===== src/rtl/mem_wb_pipe_reg_if.sv =====
// ============================================================================
// Module   : mem_wb_pipe_reg_if
// Brief    : MEM->WB handshake and payload bus (upstream In_*, downstream Out_*)
// Revision : 1.0
// ============================================================================
`default_nettype none

interface mem_wb_pipe_reg_if #(
  parameter int PC_W   = 32,
  parameter int DATA_W = 32,
  parameter int DEST_W = 4
);
  logic              In_Valid;
  logic              In_Ready;
  logic [PC_W-1:0]   PC_In;
  logic              WB_EN_In;
  logic              MEM_R_EN_In;
  logic [DATA_W-1:0] ALU_Res_In;
  logic [DATA_W-1:0] Data_In;
  logic [DEST_W-1:0] Dest_In;

  logic              Out_Valid;
  logic              Out_Ready;
  logic [PC_W-1:0]   PC_Out;
  logic              WB_EN_Out;
  logic              MEM_R_EN_Out;
  logic [DATA_W-1:0] ALU_Res_Out;
  logic [DATA_W-1:0] Data_Out;
  logic [DEST_W-1:0] Dest_Out;

  modport master (
    output In_Valid, PC_In, WB_EN_In, MEM_R_EN_In, ALU_Res_In, Data_In, Dest_In,
    output Out_Ready,
    input  In_Ready,
    input  Out_Valid, PC_Out, WB_EN_Out, MEM_R_EN_Out, ALU_Res_Out, Data_Out, Dest_Out
  );

  modport slave (
    input  In_Valid, PC_In, WB_EN_In, MEM_R_EN_In, ALU_Res_In, Data_In, Dest_In,
    input  Out_Ready,
    output In_Ready,
    output Out_Valid, PC_Out, WB_EN_Out, MEM_R_EN_Out, ALU_Res_Out, Data_Out, Dest_Out
  );
endinterface

`default_nettype wire


===== src/rtl/mem_wb_pipe_reg.sv =====
// ============================================================================
// Module   : mem_wb_pipe_reg
// Brief    : Elastic MEM->WB pipeline register with 2-entry skid buffer,
//            synchronous flush and bubble-gated WB_EN.
//            Optional macro MEM_WB_STALL_CNT_EN adds a saturating Stall_Cnt.
// Revision : 1.0
// ============================================================================
`default_nettype none

module mem_wb_pipe_reg #(
  parameter int PC_W   = 32,
  parameter int DATA_W = 32,
  parameter int DEST_W = 4
) (
  input  wire logic          CLK,
  input  wire logic          RST,
  input  wire logic          FLUSH,
  mem_wb_pipe_reg_if.slave   bus
`ifdef MEM_WB_STALL_CNT_EN
  ,
  output logic [31:0]        Stall_Cnt
`endif
);

  typedef struct packed {
    logic [PC_W-1:0]   pc;
    logic              wb_en;
    logic              mem_r_en;
    logic [DATA_W-1:0] alu_res;
    logic [DATA_W-1:0] data;
    logic [DEST_W-1:0] dest;
  } payload_t;

  // State bits double as the slot valids: bit1 = skid_valid, bit0 = main_valid.
  typedef enum logic [1:0] {
    S_EMPTY = 2'b00,
    S_ONE   = 2'b01,
    S_FULL  = 2'b11
  } state_t;

  state_t   state_q, state_d;
  payload_t main_q, main_d;
  payload_t skid_q, skid_d;

  logic     w_main_valid;
  logic     w_skid_valid;
  logic     w_accept;
  logic     w_consume;
  payload_t w_in_pay;

  assign w_main_valid = state_q[0];
  assign w_skid_valid = state_q[1];
  assign w_accept     = bus.In_Valid & ~w_skid_valid;
  assign w_consume    = w_main_valid & bus.Out_Ready;
  assign w_in_pay     = {bus.PC_In, bus.WB_EN_In, bus.MEM_R_EN_In,
                         bus.ALU_Res_In, bus.Data_In, bus.Dest_In};

  always_comb begin
    state_d = state_q;
    main_d  = main_q;
    skid_d  = skid_q;
    if (FLUSH) begin
      state_d = S_EMPTY;
    end else begin
      case (state_q)
        S_EMPTY: begin
          if (w_accept) begin
            main_d  = w_in_pay;
            state_d = S_ONE;
          end
        end
        S_ONE: begin
          if (w_accept && w_consume) begin
            main_d = w_in_pay;
          end else if (w_accept) begin
            skid_d  = w_in_pay;
            state_d = S_FULL;
          end else if (w_consume) begin
            state_d = S_EMPTY;
          end
        end
        S_FULL: begin
          if (w_consume) begin
            main_d  = skid_q;
            state_d = S_ONE;
          end
        end
        default: state_d = S_EMPTY;
      endcase
    end
  end

  always_ff @(posedge CLK or negedge RST) begin
    if (!RST) begin
      state_q <= S_EMPTY;
      main_q  <= '0;
      skid_q  <= '0;
    end else begin
      state_q <= state_d;
      main_q  <= main_d;
      skid_q  <= skid_d;
    end
  end

  assign bus.In_Ready     = ~w_skid_valid;
  assign bus.Out_Valid    = w_main_valid;
  assign bus.PC_Out       = main_q.pc;
  assign bus.WB_EN_Out    = main_q.wb_en & w_main_valid;
  assign bus.MEM_R_EN_Out = main_q.mem_r_en;
  assign bus.ALU_Res_Out  = main_q.alu_res;
  assign bus.Data_Out     = main_q.data;
  assign bus.Dest_Out     = main_q.dest;

`ifdef MEM_WB_STALL_CNT_EN
  logic [31:0] stall_cnt_q, stall_cnt_d;

  // Counts refused offers; deliberately independent of FLUSH.
  always_comb begin
    stall_cnt_d = stall_cnt_q;
    if (bus.In_Valid && w_skid_valid && (stall_cnt_q != 32'hFFFF_FFFF)) begin
      stall_cnt_d = stall_cnt_q + 32'd1;
    end
  end

  always_ff @(posedge CLK or negedge RST) begin
    if (!RST) begin
      stall_cnt_q <= '0;
    end else begin
      stall_cnt_q <= stall_cnt_d;
    end
  end

  assign Stall_Cnt = stall_cnt_q;
`endif

endmodule

`default_nettype wire


===== src/flat_wrapper.sv =====
// flat-port wrapper written by rule: the top's interface ports become plain ports
module mem_wb_pipe_reg_flat 
#(
  parameter int PC_W   = 32,
  parameter int DATA_W = 32,
  parameter int DEST_W = 4
)
  (CLK, RST, FLUSH, bus_In_Valid, bus_PC_In, bus_WB_EN_In, bus_MEM_R_EN_In, bus_ALU_Res_In, bus_Data_In, bus_Dest_In, bus_Out_Ready, bus_In_Ready, bus_Out_Valid, bus_PC_Out, bus_WB_EN_Out, bus_MEM_R_EN_Out, bus_ALU_Res_Out, bus_Data_Out, bus_Dest_Out);
  mem_wb_pipe_reg_if #(.PC_W(PC_W), .DATA_W(DATA_W), .DEST_W(DEST_W)) bus_i ();
  input  wire logic CLK;
  input  wire logic RST;
  input  wire logic FLUSH;
  input wire logic [$bits(bus_i.In_Valid)-1:0] bus_In_Valid;
  input wire logic [$bits(bus_i.PC_In)-1:0] bus_PC_In;
  input wire logic [$bits(bus_i.WB_EN_In)-1:0] bus_WB_EN_In;
  input wire logic [$bits(bus_i.MEM_R_EN_In)-1:0] bus_MEM_R_EN_In;
  input wire logic [$bits(bus_i.ALU_Res_In)-1:0] bus_ALU_Res_In;
  input wire logic [$bits(bus_i.Data_In)-1:0] bus_Data_In;
  input wire logic [$bits(bus_i.Dest_In)-1:0] bus_Dest_In;
  input wire logic [$bits(bus_i.Out_Ready)-1:0] bus_Out_Ready;
  output wire logic [$bits(bus_i.In_Ready)-1:0] bus_In_Ready;
  output wire logic [$bits(bus_i.Out_Valid)-1:0] bus_Out_Valid;
  output wire logic [$bits(bus_i.PC_Out)-1:0] bus_PC_Out;
  output wire logic [$bits(bus_i.WB_EN_Out)-1:0] bus_WB_EN_Out;
  output wire logic [$bits(bus_i.MEM_R_EN_Out)-1:0] bus_MEM_R_EN_Out;
  output wire logic [$bits(bus_i.ALU_Res_Out)-1:0] bus_ALU_Res_Out;
  output wire logic [$bits(bus_i.Data_Out)-1:0] bus_Data_Out;
  output wire logic [$bits(bus_i.Dest_Out)-1:0] bus_Dest_Out;
  assign bus_i.In_Valid = bus_In_Valid;
  assign bus_i.PC_In = bus_PC_In;
  assign bus_i.WB_EN_In = bus_WB_EN_In;
  assign bus_i.MEM_R_EN_In = bus_MEM_R_EN_In;
  assign bus_i.ALU_Res_In = bus_ALU_Res_In;
  assign bus_i.Data_In = bus_Data_In;
  assign bus_i.Dest_In = bus_Dest_In;
  assign bus_i.Out_Ready = bus_Out_Ready;
  assign bus_In_Ready = bus_i.In_Ready;
  assign bus_Out_Valid = bus_i.Out_Valid;
  assign bus_PC_Out = bus_i.PC_Out;
  assign bus_WB_EN_Out = bus_i.WB_EN_Out;
  assign bus_MEM_R_EN_Out = bus_i.MEM_R_EN_Out;
  assign bus_ALU_Res_Out = bus_i.ALU_Res_Out;
  assign bus_Data_Out = bus_i.Data_Out;
  assign bus_Dest_Out = bus_i.Dest_Out;
  mem_wb_pipe_reg #(.PC_W(PC_W), .DATA_W(DATA_W), .DEST_W(DEST_W)) u_core (.CLK(CLK), .RST(RST), .FLUSH(FLUSH), .bus(bus_i));
endmodule

===== config.mk =====
export PLATFORM = sky130hd
export DESIGN_NAME = mem_wb_pipe_reg_flat
export DESIGN_NICKNAME = d
export VERILOG_FILES = /design/src/rtl/mem_wb_pipe_reg_if.sv /design/src/rtl/mem_wb_pipe_reg.sv /design/src/flat_wrapper.sv
export SDC_FILE = /design/constraint.sdc
export NUM_CORES = 1
export LEC_CHECK = 0
export CORE_ASPECT_RATIO = 0.7
export CORE_UTILIZATION = 50
export DETAILED_ROUTE_END_ITERATION = 8
export PLACE_DENSITY_LB_ADDON = 0.2
export SLEW_MARGIN = 20
export SYNTH_ARGS = -nofsm -noshare
export SYNTH_HDL_FRONTEND = slang
export SYNTH_SLANG_ARGS = --single-unit

===== constraint.sdc =====
create_clock -name CLK -period 2.85 [get_ports CLK]
set_input_delay 0.57 -clock CLK [delete_from_list [all_inputs] [get_ports CLK]]
set_output_delay 0.57 -clock CLK [all_outputs]
set_load 0.02 [all_outputs]

==> impl_table.tex <==
\begin{tabular}{lr}
\hline
Metric & Value \\
\hline
\multicolumn{2}{l}{\textbf{Outcome}} \\
Status & finished with violations \\
Violated checks & DRC \\
\multicolumn{2}{l}{\textbf{Timing}} \\
Max\_slew headroom & 50.08\% \\
Share of the clock period used by the worst path & a little over four fifths \\
Slew @ Worst Pin & 0.7489 ns \\
Setup TNS & 0 ns \\
Max-slew violation count & 0 \\
Final min period & about 2.4 ns \\
Max Freq & between 400 and 500 MHz \\
Setup repair after global routing missed its margin & no \\
Worst clock skew on the final layout & between 0.005 and 0.006 ns \\
Worst Hold Margin & 0.1459 ns \\
Total setup violations reported at the end of the flow & 0 \\
Hold Fails Final Rpt & 0 \\
\multicolumn{2}{l}{\textbf{Routing}} \\
Routed length per instance & around 17 um \\
Antenna-violating nets left & 0 \\
Initial DRT Pass Iterations & 7 \\
Number of design rule violations left after detail routing & 13 \\
Total wire length after detailed routing & slightly below 20000 um \\
Number of vias in the routed layout & 5824 \\
Number of vias per cell after detailed routing & approximately 5.1 \\
Initial DRC count & around 460 \\
\multicolumn{2}{l}{\textbf{Yosys}} \\
Net count after synthesis & approximately 900 \\
Syn. warnings & 0 \\
Post-synthesis instance area & between 9000 and 10000 um2 \\
Biggest area contributors in the synthesized netlist & dfrtp\_1, mux2\_2, mux2i\_1, buf\_4, nand2\_1 \\
Largest area contributor in the netlist & dfrtp\_1 \\
Count leader, synth & dfrtp\_1 \\
Number of different library cells in the post-synthesis netlist & 25 \\
Share of synthesized registers carrying an async set or reset & 100.0\% \\
Register area share after synthesis & 54.48\% \\
Synth Flop Type & dfrtp\_1 \\
Average size of a mapped cell & about 12 um2 \\
Post-synth top area share & roughly 54\% \\
Synthesized instance count & slightly below 800 \\
Top cells by count, synth & dfrtp\_1, buf\_4, mux2i\_1, nand2\_1, mux2\_2 \\
Count of flip-flops with a built-in enable after synthesis & 0 \\
Register bit total from synthesis & about 200 \\
\multicolumn{2}{l}{\textbf{Power and ir drop}} \\
Clock group share of total power & between 20\% and 30\% \\
Switching part of the total & between 30\% and 40\% \\
Net switching power of the design & between 4 and 5 mW \\
Sequential power share & around 41\% \\
Leakage & between 4 and 5 nW \\
Internal power contribution & roughly 8.4 mW \\
Peak VDD IR & roughly 500 uV \\
Total power & 12.57 mW \\
Relative contribution of combinational cells to total power & between 30\% and 40\% \\
Power Dens Cells & approximately 1100 nW/um2 \\
\multicolumn{2}{l}{\textbf{Floorplanning}} \\
Die Height & 117.1 um \\
Starting Density & about half \\
Area enclosed by the die boundary & 19490 um2 \\
I/O pin total & roughly 210 \\
Die width & $\sim$170 um \\
Floorplan Core Area & about 18000 um2 \\
\# rows & 41 \\
\multicolumn{2}{l}{\textbf{Global route}} \\
Vias in the first global route & roughly 6200 \\
Largest net degree at the start of global routing & between 100 and 150 \\
Sum of overflow across all layers after global routing & 0 \\
GRT Resource Usage Total & 20.07\% \\
Initial antenna violation count & 0 \\
Wire length of the first global-routing pass & between 30000 and 40000 um \\
Grt met1 use & 26.03\% \\
Most congested layer reported by global routing & met2 \\
Global routing usage on met3 & approximately 5.0\% \\
Met2 track demand over resource in global routing & between 30 and 40\% \\
\multicolumn{2}{l}{\textbf{Clocking}} \\
Clock-pin slew of the registers on the worst-case setup and hold paths & around 0.06 ns \\
TritonCTS clock tree & built \\
Number of H-tree levels & 1 \\
Clock network latency to the later pin of the worst-skew pair & around 0.48 ns \\
Total of hold buffers inserted after clock tree synthesis & 0 \\
TritonCTS buffer count & 20 \\
Total of cells resized after clock tree synthesis & 0 \\
Clk buf depth & 3 \\
CTS Root Buffer Type & clkbuf\_16 \\
Clock Sinks & just over 200 \\
Setup bufs post-CTS & 0 \\
\multicolumn{2}{l}{\textbf{Place}} \\
Post-detail-place hpwl & around 13000 um \\
Placer congestion estimate & roughly 0.75 \\
I/O Buffers & 210 \\
Placed cell count & around 1100 \\
\multicolumn{2}{l}{\textbf{Worst setup path}} \\
Kind of start point of the critical path & register \\
Number of cell instances on the worst register-to-register path & 6 \\
Required arrival time at the worst endpoint & 2.28 ns \\
Maximum fanout along the worst path & 9 \\
Signal arrival time at the worst endpoint & between 1.5 and 2 ns \\
Kind of critical path & reg -> out \\
Critical Path End Type & primary output \\
\multicolumn{2}{l}{\textbf{Final layout}} \\
Fill cells & between 1000 and 1500 \\
Count of antenna diodes in the layout & 0 \\
Final cell count without fillers & approximately 1100 \\
Net count of the finished layout & $\sim$1000 \\
Ratio of cells with drive above 1 in the final layout & 15.96\% \\
Area overhead of the layout relative to synthesis & 24.09\% \\
\multicolumn{2}{l}{\textbf{Run}} \\
Number of max-cap violations & 0 \\
\multicolumn{2}{l}{\textbf{Worst hold path}} \\
Worst Hold Class & in -> async \\
\hline
\end{tabular}
-- metrics by stage --
step | worst slack, ns | utilization, % | instance area (um2)
floorplan | 0.9711 | - | 9463
global placement | 0.4519 | 60.47 | 11040
detailed placement | 0.4195 | 60.47 | 11040
CTS | 0.4282 | 64.30 | 11740
global route | 0.3753 | 64.30 | 11740
finish | 0.4493 | 64.30 | 11740
-- layout make-up --
cell class | count | area, um2 | area share [%]
Sequential cell | 206 | 5155 | 43.90
Multi-Input combinational cell | 431 | 3282 | 27.95
Timing Repair Buffer | 223 | 2303 | 19.62
Clock buffer | 24 | 546.8 | 4.656
Tap cell | 236 | 295.3 | 2.515
Clock inverter | 10 | 152.6 | 1.300
Inverter | 2 | 7.507 | 0.06393
-- layer usage --
layer	wire length, um	vias up
li1	-	2777
met1	8690	2868
met2	8973	147
met3	1159	32
met4	435	0
met5	0	-
-- cells in the final DEF, fill, tap and decap left out, types with 4 or more instances in the layout --
| cell | Yosys | layout |
|---|---|---|
| mux2_1 | 8 | 8 |
| mux2i_1 | 104 | 104 |
| nand2_1 | 104 | 104 |
| o21ai_1 | 60 | 60 |
| mux2_2 | 94 | 94 |
| clkbuf_16 | 0 | 21 |
| o21ai_0 | 42 | 42 |
| dfrtp_1 | 206 | 206 |
| buf_12 | 0 | 8 |
| clkdlybuf4s50_1 | 0 | 209 |
| clkinv_2 | 0 | 5 |
| bufinv_16 | 0 | 4 |
| ha_1 | 5 | 4 |
| buf_4 | 108 | 5 |
-- power by group through the flow --
| stage | registers [mW] | clock network, mW | logic (mW) |
|---|---|---|---|
| floorplan | 4.93 | 0 | 3.66 |
| global placement | 5.09 | 0 | 4.48 |
| detailed placement | 5.19 | 0 | 4.63 |
| CTS | 5.16 | 2.91 | 4.65 |
| global route | 5.34 | 3.02 | 4.95 |
| finish | 5.16 | 2.83 | 4.58 |
-- critical path, stage by stage, from the launching register on --
cell,delay (ns)
dfrtp_1,0.54
and2_1,0.20
clkdlybuf4s50_1,0.61
-- flip-flops by register name, indices dropped and copies added, names as in the netlist --
register and cells:
u_core.bus.MEM_R_EN_Out 1, u_core.bus.PC_Out 32, u_core.main_q 1, u_core.skid_q 102
u_core.bus.Dest_Out 4, u_core.bus.ALU_Res_Out 32, u_core.bus.Data_Out 32, u_core.state_q 2
-- final timing paths --
path,startpoint,end,slack (ns)
worst max register to register,u_core.state_q[1]$_DFFE_PN0P_,u_core.bus.PC_Out[8]$_DFFE_PN0P_,0.75
max in group asynchronous,RST,u_core.skid_q[4]$_DFFE_PN0P_,1.99
worst min-delay path,RST,u_core.bus.PC_Out[3]$_DFFE_PN0P_,0.15
worst max-delay path,u_core.state_q[0]$_DFFE_PN0P_,bus_WB_EN_Out,0.45
worst min register to register,u_core.bus.Data_Out[20]$_DFFE_PN0P_,u_core.bus.Data_Out[20]$_DFFE_PN0P_,0.48
min in group CLK,u_core.bus.Data_Out[20]$_DFFE_PN0P_,u_core.bus.Data_Out[20]$_DFFE_PN0P_,0.48
-- cell families after synthesis --
logic type | share of synthesized area, %
simple gates | 4.760
mux | 23.14
fa+ha+maj | 0.6611
buf+inv | 11.07
flops | 54.48
compound gates | 5.805
xor+xnor | 0.09257
Note: power is estimated with default switching activity, not from simulation.
